===== config.mk =====
export PLATFORM = sky130hd
export DESIGN_NAME = piezo_sound_sequencer_flat
export DESIGN_NICKNAME = d
export VERILOG_FILES = /design/src/rtl/piezo_sound_sequencer_if.sv /design/src/rtl/piezo_sound_sequencer.sv /design/src/flat_wrapper.sv
export SDC_FILE = /design/constraint.sdc
export NUM_CORES = 1
export LEC_CHECK = 0
export ABC_AREA = 1
export CORE_ASPECT_RATIO = 1.1
export CORE_MARGIN = 10
export CORE_UTILIZATION = 58
export CTS_BUF_LIST = sky130_fd_sc_hd__clkbuf_8
export CTS_CLUSTER_DIAMETER = 60
export DETAILED_ROUTE_END_ITERATION = 8
export PLACE_DENSITY = 0.85
export SLEW_MARGIN = 40
export SYNTH_ARGS = -nofsm -noshare
export SYNTH_HDL_FRONTEND = slang
export SYNTH_SLANG_ARGS = --single-unit

===== constraint.sdc =====
create_clock -name clk -period 2.4 [get_ports clk]
set_input_delay 0.36 -clock clk [delete_from_list [all_inputs] [get_ports clk]]
set_output_delay 0.36 -clock clk [all_outputs]
set_load 0.02 [all_outputs]

===== src/rtl/piezo_sound_sequencer_if.sv =====
// rtl/piezo_sound_sequencer_if.sv - game-side signal bundle for the piezo sound sequencer
interface piezo_sound_sequencer_if;
    logic [2:0] current_state;
    logic       key_pulse;
    logic       warn_en;
    logic       warn_in;
    logic       mute;
    logic       piezo_out;
    logic       busy;
    logic [2:0] melody_id;

    modport master (
        output current_state, key_pulse, warn_en, warn_in, mute,
        input  piezo_out, busy, melody_id
    );

    modport slave (
        input  current_state, key_pulse, warn_en, warn_in, mute,
        output piezo_out, busy, melody_id
    );
endinterface


===== src/rtl/piezo_sound_sequencer.sv =====
// rtl/piezo_sound_sequencer.sv - melody/click sequencer driving the shared piezo pin
module piezo_sound_sequencer #(
    parameter int CLK_HZ   = 50_000_000,
    parameter int UNIT_MS  = 100,
    parameter int GAP_MS   = 10,
    parameter int CLICK_MS = 20
) (
    input  logic                     clk,
    input  logic                     sys_rst,
    piezo_sound_sequencer_if.slave   bus
);

    localparam int TICK  = CLK_HZ / 1000;
    localparam int PRE_W = (TICK > 1) ? $clog2(TICK) : 1;
    localparam logic [PRE_W-1:0] PRE_LAST = PRE_W'(TICK - 1);

    localparam logic [2:0] ID_NONE  = 3'd0;
    localparam logic [2:0] ID_CLICK = 3'd1;
    localparam logic [2:0] ID_START = 3'd2;
    localparam logic [2:0] ID_PHASE = 3'd3;
    localparam logic [2:0] ID_CLEAR = 3'd4;
    localparam logic [2:0] ID_FAIL  = 3'd5;

    localparam logic [2:0] N_REST = 3'd0;
    localparam logic [2:0] N_A4   = 3'd1;
    localparam logic [2:0] N_D4   = 3'd2;
    localparam logic [2:0] N_F4   = 3'd3;
    localparam logic [2:0] N_C5   = 3'd4;
    localparam logic [2:0] N_E5   = 3'd5;
    localparam logic [2:0] N_G5   = 3'd6;
    localparam logic [2:0] N_C6   = 3'd7;

    typedef enum logic [1:0] {S_IDLE, S_LOAD, S_PLAY} state_t;

    function automatic logic [16:0] half_period(input logic [2:0] note);
        case (note)
            N_A4:    half_period = 17'(CLK_HZ / (2 * 440));
            N_D4:    half_period = 17'(CLK_HZ / (2 * 294));
            N_F4:    half_period = 17'(CLK_HZ / (2 * 349));
            N_C5:    half_period = 17'(CLK_HZ / (2 * 523));
            N_E5:    half_period = 17'(CLK_HZ / (2 * 659));
            N_G5:    half_period = 17'(CLK_HZ / (2 * 784));
            N_C6:    half_period = 17'(CLK_HZ / (2 * 1047));
            default: half_period = 17'd0;
        endcase
    endfunction

    // Entry layout: {note[2:0], length in units[3:0], last-note flag}
    function automatic logic [7:0] melody_rom(input logic [2:0] id, input logic [1:0] idx);
        case ({id, idx})
            {ID_CLICK, 2'd0}: melody_rom = {N_C6, 4'd0, 1'b1};
            {ID_START, 2'd0}: melody_rom = {N_C5, 4'd1, 1'b0};
            {ID_START, 2'd1}: melody_rom = {N_E5, 4'd1, 1'b0};
            {ID_START, 2'd2}: melody_rom = {N_G5, 4'd2, 1'b1};
            {ID_PHASE, 2'd0}: melody_rom = {N_G5, 4'd1, 1'b0};
            {ID_PHASE, 2'd1}: melody_rom = {N_C6, 4'd1, 1'b1};
            {ID_CLEAR, 2'd0}: melody_rom = {N_C5, 4'd1, 1'b0};
            {ID_CLEAR, 2'd1}: melody_rom = {N_E5, 4'd1, 1'b0};
            {ID_CLEAR, 2'd2}: melody_rom = {N_G5, 4'd1, 1'b0};
            {ID_CLEAR, 2'd3}: melody_rom = {N_C6, 4'd4, 1'b1};
            {ID_FAIL,  2'd0}: melody_rom = {N_A4, 4'd2, 1'b0};
            {ID_FAIL,  2'd1}: melody_rom = {N_F4, 4'd2, 1'b0};
            {ID_FAIL,  2'd2}: melody_rom = {N_D4, 4'd6, 1'b1};
            default:          melody_rom = {N_REST, 4'd1, 1'b1};
        endcase
    endfunction

    state_t           state;
    logic [2:0]       prev_state;
    logic [1:0]       note_idx;
    logic [16:0]      hp;
    logic [16:0]      tone_cnt;
    logic             phase;
    logic [PRE_W-1:0] pre_cnt;
    logic [15:0]      ms_cnt;
    logic [15:0]      dur_ms;
    logic [15:0]      gap_start;
    logic             last_note;

    logic             req_mel;
    logic             req_abort;
    logic [2:0]       req_id;
    logic [2:0]       ent_note;
    logic [3:0]       ent_units;
    logic             ent_last;
    logic [15:0]      ent_dur;
    logic [15:0]      ent_gap;
    logic             tone_on;
    logic             note_end;

    always_comb begin
        req_mel   = 1'b0;
        req_abort = 1'b0;
        req_id    = ID_NONE;
        if (bus.current_state != prev_state) begin
            case (bus.current_state)
                3'd0: req_abort = 1'b1;
                3'd1: begin
                    req_mel = 1'b1;
                    req_id  = (prev_state == 3'd0) ? ID_START : ID_PHASE;
                end
                3'd2, 3'd3, 3'd4: begin
                    req_mel = 1'b1;
                    req_id  = ID_PHASE;
                end
                3'd5: begin
                    req_mel = 1'b1;
                    req_id  = ID_CLEAR;
                end
                3'd6: begin
                    req_mel = 1'b1;
                    req_id  = ID_FAIL;
                end
                default: ;
            endcase
        end
    end

    // Clicks have their own length in ms and no articulation gap.
    always_comb begin
        {ent_note, ent_units, ent_last} = melody_rom(bus.melody_id, note_idx);
        if (bus.melody_id == ID_CLICK) begin
            ent_dur = 16'(CLICK_MS);
            ent_gap = ent_dur;
        end else begin
            ent_dur = 16'(ent_units) * 16'(UNIT_MS);
            ent_gap = ent_dur - 16'(GAP_MS);
        end
    end

    assign tone_on  = phase && (ms_cnt < gap_start) && (hp != 17'd0);
    assign note_end = (pre_cnt == PRE_LAST) && (ms_cnt == dur_ms - 16'd1);

    always_ff @(posedge clk) begin
        if (sys_rst) begin
            state         <= S_IDLE;
            prev_state    <= 3'd0;
            note_idx      <= 2'd0;
            hp            <= 17'd0;
            tone_cnt      <= 17'd0;
            phase         <= 1'b0;
            pre_cnt       <= '0;
            ms_cnt        <= 16'd0;
            dur_ms        <= 16'd0;
            gap_start     <= 16'd0;
            last_note     <= 1'b0;
            bus.piezo_out <= 1'b0;
            bus.busy      <= 1'b0;
            bus.melody_id <= ID_NONE;
        end else begin
            prev_state <= bus.current_state;

            // Warning tone overrides mute; the sequencer keeps its timing underneath.
            if (bus.warn_en)
                bus.piezo_out <= bus.warn_in;
            else
                bus.piezo_out <= !bus.mute && (state == S_PLAY) && tone_on;

            if (req_mel) begin
                state         <= S_LOAD;
                bus.busy      <= 1'b1;
                bus.melody_id <= req_id;
                note_idx      <= 2'd0;
            end else if (req_abort) begin
                state         <= S_IDLE;
                bus.busy      <= 1'b0;
                bus.melody_id <= ID_NONE;
            end else begin
                case (state)
                    S_IDLE: begin
                        if (bus.key_pulse) begin
                            state         <= S_LOAD;
                            bus.busy      <= 1'b1;
                            bus.melody_id <= ID_CLICK;
                            note_idx      <= 2'd0;
                        end
                    end
                    S_LOAD: begin
                        hp        <= half_period(ent_note);
                        dur_ms    <= ent_dur;
                        gap_start <= ent_gap;
                        last_note <= ent_last;
                        tone_cnt  <= 17'd0;
                        phase     <= 1'b0;
                        pre_cnt   <= '0;
                        ms_cnt    <= 16'd0;
                        state     <= S_PLAY;
                    end
                    S_PLAY: begin
                        if (tone_cnt == hp - 17'd1) begin
                            tone_cnt <= 17'd0;
                            phase    <= ~phase;
                        end else begin
                            tone_cnt <= tone_cnt + 17'd1;
                        end
                        if (pre_cnt == PRE_LAST) begin
                            pre_cnt <= '0;
                            ms_cnt  <= ms_cnt + 16'd1;
                        end else begin
                            pre_cnt <= pre_cnt + PRE_W'(1);
                        end
                        if (note_end) begin
                            if (last_note) begin
                                state         <= S_IDLE;
                                bus.busy      <= 1'b0;
                                bus.melody_id <= ID_NONE;
                            end else begin
                                state    <= S_LOAD;
                                note_idx <= note_idx + 2'd1;
                            end
                        end
                    end
                    default: state <= S_IDLE;
                endcase
            end
        end
    end

endmodule

===== src/flat_wrapper.sv =====
// flat-port wrapper written by rule: the top's interface ports become plain ports
module piezo_sound_sequencer_flat 
#(
    parameter int CLK_HZ   = 50_000_000,
    parameter int UNIT_MS  = 100,
    parameter int GAP_MS   = 10,
    parameter int CLICK_MS = 20
)
  (clk, sys_rst, bus_current_state, bus_key_pulse, bus_warn_en, bus_warn_in, bus_mute, bus_piezo_out, bus_busy, bus_melody_id);
  piezo_sound_sequencer_if bus_i ();
  input  logic clk;
  input  logic sys_rst;
  input wire logic [$bits(bus_i.current_state)-1:0] bus_current_state;
  input wire logic [$bits(bus_i.key_pulse)-1:0] bus_key_pulse;
  input wire logic [$bits(bus_i.warn_en)-1:0] bus_warn_en;
  input wire logic [$bits(bus_i.warn_in)-1:0] bus_warn_in;
  input wire logic [$bits(bus_i.mute)-1:0] bus_mute;
  output wire logic [$bits(bus_i.piezo_out)-1:0] bus_piezo_out;
  output wire logic [$bits(bus_i.busy)-1:0] bus_busy;
  output wire logic [$bits(bus_i.melody_id)-1:0] bus_melody_id;
  assign bus_i.current_state = bus_current_state;
  assign bus_i.key_pulse = bus_key_pulse;
  assign bus_i.warn_en = bus_warn_en;
  assign bus_i.warn_in = bus_warn_in;
  assign bus_i.mute = bus_mute;
  assign bus_piezo_out = bus_i.piezo_out;
  assign bus_busy = bus_i.busy;
  assign bus_melody_id = bus_i.melody_id;
  piezo_sound_sequencer #(.CLK_HZ(CLK_HZ), .UNIT_MS(UNIT_MS), .GAP_MS(GAP_MS), .CLICK_MS(CLICK_MS)) u_core (.clk(clk), .sys_rst(sys_rst), .bus(bus_i));
endmodule

* Word level (Yosys, flattened, before mapping) *
Memories as Yosys holds them, arrays and structs flattened.
Index checks and enable logic that the tools add are counted.

storage, ports and cells
  memories = 1
  input port bits = 9
  register bits after elaboration = 112
  output and inout port bits = 5
  logic and storage cells = 122
  memory bits (read-only) = 224

memory list
  memory            words  bits a word  rd ports  clocked after memory_dff  wr ports  line                         text
  (name not given)  32     7            1         0                         0         piezo_sound_sequencer.sv:50  case ({id, idx})

cells by class
  order comparisons = 1
  eq/ne operators = 28
  $mul = 1
  $add $sub $neg = 7
  reductions and logical operators = 25
  bitwise operators = 3
  multiplexer cells = 41

operator list
  operator                                                              number
  17-bit one-hot mux with 7 select lines                                1
  16-bit one-hot mux with 2 select lines                                2
  16-bit 2-to-1 mux                                                     3
  17-bit one-hot mux with 2 select lines                                1
  16-bit by 1-bit adder with 16-bit output, second input constant       2
  3-bit == test, second input constant                                  7
  3-bit 2-to-1 mux                                                      6
  17-bit by 1-bit adder with 17-bit output, second input constant       1
  17-bit == test                                                        1
  17-bit 2-to-1 mux                                                     1
  17-bit nonzero test                                                   1
  17-bit by 1-bit subtractor with 17-bit output, second input constant  1
  16-bit == test                                                        1
  16-bit == test, second input constant                                 1
  16-bit < comparator                                                   1
  16-bit by 1-bit subtractor with 16-bit output, second input constant  1
  1-bit 2-to-1 mux                                                      15
  3-bit by 2-bit == test with 1-bit output, second input constant       4
  3-bit one-hot mux with 4 select lines                                 1
  4-bit AND reduction                                                   3
  11-bit by 4-bit subtractor with 12-bit output, second input constant  1
  11-bit 2-to-1 mux                                                     1
  2-bit 2-to-1 mux                                                      5
  3-bit by 1-bit == test with 1-bit output, second input constant       3
  26 further kinds                                                      42

* Depth between registers and ports, before layout *
  depth after elaboration = 7
  gate-level depth with buffers = 17
  depth with buffers taken out = 17

* Worst setup path after synthesis *
No wires, ideal clock.

  path kind = register to register
  from = reg u_core.bus.melody_id[0]
  to = reg u_core.gap_start[8]
  library setup time = 132 ps
  required time = 2268 ps
  arrival time = 2133 ps
  period minus slack after synthesis = 2265 ps
  setup slack = 135 ps
  cell stages (with the launch flop) = 15
  buffers on the path = 1
  cells stage by stage = dfxtp_1 > buf_4 > nand2_1 > o21ai_0 > nand2_1 > inv_1 > ha_1 > ha_1 > nand2_1 > inv_1 > nor2_1 > inv_1 > xor2_1 > nand2_1 > a21oi_1

on the way
  cells in the longest elaborated chain, start to end = 4
  elaborated cells between the ends (all ways) = 5
  classes of those cells = add/sub: 1; mul: 1; eq/ne: 1; mux: 1; memory: 1

ends and longest elaborated chain
  item                                           line                            text
  from (decl)                                    piezo_sound_sequencer_if.sv:19  output piezo_out, busy, melody_id
  from (signal assigned)                         piezo_sound_sequencer.sv:162    bus.melody_id <= req_id;
  memory 32 x 7 bit                              n/a
  4-bit by 5-bit multiplier with 9-bit output    piezo_sound_sequencer.sv:126    ent_dur = 16'(ent_units) * 16'(UNIT_MS);
  11-bit by 4-bit subtractor with 12-bit output  piezo_sound_sequencer.sv:127    ent_gap = ent_dur - 16'(GAP_MS);
  16-bit 2-to-1 mux *                            piezo_sound_sequencer.sv:122    if (bus.melody_id == ID_CLICK) begin
  to (signal assigned)                           piezo_sound_sequencer.sv:181    gap_start <= ent_gap;
  to (decl)                                      piezo_sound_sequencer.sv:77     logic [15:0] gap_start;

Every way passes the cells marked *; elsewhere a longest branch is shown, timed or not.
A chain may end at the register's enable or synchronous reset.

* Final worst setup path *
  from = reg u_core.note_idx[0]
  to = reg u_core.gap_start[9]

on the way
  cells in the longest elaborated chain, start to end = 4

ends and longest elaborated chain
  item                                           line                          text
  from (decl)                                    piezo_sound_sequencer.sv:70   logic [1:0] note_idx;
  from (signal assigned)                         piezo_sound_sequencer.sv:209  note_idx <= note_idx + 2'd1;
  memory 32 x 7 bit                              n/a
  4-bit by 5-bit multiplier with 9-bit output    piezo_sound_sequencer.sv:126
  11-bit by 4-bit subtractor with 12-bit output  piezo_sound_sequencer.sv:127
  16-bit 2-to-1 mux                              piezo_sound_sequencer.sv:122

Every way passes these cells.

==> flow_metrics.tcl <==
set metrics [dict create \
    ys_seq_elements 98 \
    yosys.area.top_type "dfxtp_1" \
    timing.rr.start "u_core.note_idx[0]" \
    ctsHoldBuffers 0 \
    whs_ns 0.434 \
    grt_overflow 0 \
    async_flop_share_pct 0 \
    finalHoldViolCount 0 \
    post-synth-top-count-cell "nand2_1" \
    synthTopCellsByCount "nand2_1, inv_1, nor2_1" \
    synth-adder-area-share_pct 6.39 \
    synth_cell_type_count 50 \
    reg2regPathDepth 16 \
    grt_max_degree 67 \
    layout-drive-gt1-share_pct 10.6 \
    yosysSeqAreaShare_pct 28.6 \
    synth_area_per_cell_um2 6.42 \
    synth_top_family_by_area "simple AND/OR/NAND/NOR gates" \
    drt-wirelength-per-cell_um 13.4 \
    synth-simple-area-share_pct 37.8 \
    drt_wl_total_mm 16.5 \
    finClkSkew_ns 0.00964 \
    core_mm2 0.0115 \
    synth_xor_area_share_pct 3.96 \
    cts_sinks 98 \
    layout.nets 1128 \
    dp_hpwl_mm 12.3 \
    postCtsSetupBuffers 0 \
    worstPathMaxFanout 5 \
    hold_depth 4 \
    drt_first_pass_iters 5 \
    min_to "u_core.ms_cnt[5]" \
    yosys-top-cells-area "dfxtp_1, nand2_1, inv_1" \
    gp_congestion 0.919 \
    diodes 0 \
    slew_violations 0 \
    syn-cell-area_mm2 0.00685 \
    via_count 6748 \
    crit_required_ns 2.65 \
    grt_pass1_wl_mm 27.9 \
    stdcell_count 1237 \
    syn2layout_area_growth_pct 8.34 \
    globalRouteTotalUtil_pct 20.2 \
    syn_inst 1067 \
    switching_share_pct 34.0 \
    timing.slew.headroom_pct 49.2 \
    min_period_ns 2.23 \
    p_comb_share_pct 27.2 \
    p_clk_share_pct 28.2 \
    total_power_mw 3.89 \
    cts_tree "yes" \
    start_util_pct 59.4 \
    synthMuxAreaShare_pct 0 \
    via_per_inst 5.46 \
    drt_iter0_drc 508 \
    die-area_mm2 0.0166 \
    hold_path.class "in -> reg" \
    pin_count 14 \
    startpoint "u_core.note_idx[0]" \
    die_h_um 134 \
    intPower_mw 2.57 \
    clock-root-buffer "clkbuf_8" \
    end_kind "flop" \
    cp_data_arrival_time_ns 2.48 \
    clkTransAtPathRegs_ns 0.09 \
    max_cap_viol_count 0 \
    placed_cells 1222 \
    die_w_um 124 \
    clk_latency_ns 0.39 \
    leakage_nw 3.25 \
    dpl_cell_area_mm2 0.00717 \
    ir_drop_mv 0.340 \
    grt_pass1_vias 6226 \
    drtAntennaViolNets 0 \
    design_area_mm2 0.00742 \
    p_per_area_mw_per_mm2 524 \
    fin_crit_sh_pct 92.8 \
    synth-main-ff-cell "dfxtp_1" \
    ys_warn_count 0 \
    synth_edf_count 0 \
    r2r-end "u_core.gap_start[9]" \
    final_core_util_pct 64.3 \
    tightest_slew_ns 0.762 \
    critPathKind "reg -> reg" \
    fmax_mhz 449 \
    num_rows 41 \
    start_kind "flop" \
    setup_viol 0 \
    hold_path.startpoint "sys_rst" \
    port_buffers 13 \
    synth_nets 1111 \
    switching_power_mw 1.32 \
    status "finished, final reports clean" \
    reg2reg_setup_slack_ns 0.17 \
    drc 0 \
    cts_buffer_depth 2 \
    synth_compound_area_share_pct 13.1 \
    yosysTopAreaCellShare_pct 28.6 \
    htreeDepth 3 \
    grt_antenna_before_repair 0 \
    numCtsBuffers 9 \
    p_seq_share_pct 44.5 \
]
cell usage in the layout (no fill, tap or decap), types with 2 or more instances in the layout:
master             n
nand2_2            9
nor3_2             3
or2_1              2
a21oi_2           11
ha_1              32
a221oi_1           3
nand3_4            2
a211oi_1           3
nand3_1           72
o21ai_0           37
o211ai_1           2
xnor2_1           13
nor3b_1            2
buf_4             22
nand3b_1           6
nor3_1            19
nor4_1             2
nand3_2           14
o21ai_2            2
nand4_1           15
nor2_2            11
o21bai_1           2
clkdlybuf4s50_1   12
nand2_1          302
o21a_1             2
inv_1            133
dfxtp_2            4
nor2_4             7
or2_2              2
a31oi_1            4
inv_2              9
dfxtp_1           94
a21oi_1           75
nor2_1           108
ha_4               2
clkbuf_8          11
o21ai_1            3
a22oi_1            3
xor2_1            18
power groups by stage:
stage	combinational (mW)	clock [mW]	sequential (mW)
after detailed placement	1.03	0	1.77
final	1.06	1.10	1.73
after CTS	1.04	1.12	1.73
after floorplan	0.793	0	1.76
after global placement	1.00	0	1.76
after global routing	1.20	1.17	1.74
worst max-delay path by stage:
| stage | end | slack [ns] | cells after the start |
|---|---|---|---|
| 3_3_place_gp | u_core.gap_start[10] | 0.06 | 13 |
| 3_5_place_dp | u_core.gap_start[8] | 0.05 | 15 |
| 5_1_grt | u_core.gap_start[9] | -0.05 | 16 |
| 4_1_cts | u_core.gap_start[10] | 0.003 | 12 |
| 6_report | u_core.gap_start[9] | 0.17 | 16 |
| 2_1_floorplan | u_core.gap_start[8] | 0.14 | 14 |
cell type report:
type | instances | area [um2]
Multi-Input combinational cell | 799 | 4260
Fill cell | 1060 | 4120
Sequential cell | 98 | 1970
Inverter | 141 | 529
Timing Repair Buffer | 35 | 290
Tap cell | 150 | 188
Clock buffer | 11 | 151
Clock inverter | 3 | 41.3
flip-flops by register name, indices dropped and copies added (netlist names):
signal and flops:
u_core.ms_cnt 16, u_core.bus.melody_id 3, u_core.dur_ms 9, u_core.pre_cnt 16, u_core.gap_start 10, u_core.hp 16
u_core.note_idx 2, u_core.prev_state 3, u_core.phase 1, u_core.state 2, u_core.bus.busy 1, u_core.bus.piezo_out 1
u_core.last_note 1, u_core.tone_cnt 17
critical path, stage by stage, from the launching register on:
cell,delay (ns)
dfxtp_2,0.37
inv_1,0.08
ha_1,0.23
nand3_1,0.12
nand2_1,0.07
nand2_1,0.05
nand2_1,0.06
inv_1,0.09
ha_2,0.24
ha_4,0.15
nand2_1,0.05
inv_1,0.11
nor2_4,0.06
nor3_1,0.18
o22ai_1,0.09
nor2_1,0.09
nor2_1,0.04
through the flow:
stage / worst slack, ns / setup TNS [ns]
2_1_floorplan: 0.135 / 0
4_1_cts: 0.00295 / 0
3_5_place_dp: 0.0516 / 0
6_report: 0.172 / 0
5_1_grt: -0.0498 / -0.0498
3_3_place_gp: 0.0572 / 0
routing by layer:
layer / vias to the layer above / wire [um] / track usage, %
li1: 3460 / - / -
met1: 3082 / 7360 / 24.7
met2: 166 / 8000 / 33.4
met3: 40 / 737 / 3.86
met4: 0 / 428 / 8.48
met5: - / 0 / 0
cell families after synthesis:
kind of cell | count (synthesis)
compound gates | 155
xor+xnor | 31
fa+ha+maj | 35
buf+inv | 171
flops | 98
simple gates | 577
timing repair:
item,4_1_cts,5_1_grt
setup endpoints to repair,3,21
resized for setup,1,12
pin swaps,0,2
gates cloned,0,1
Power figures use the tool's default switching activity.
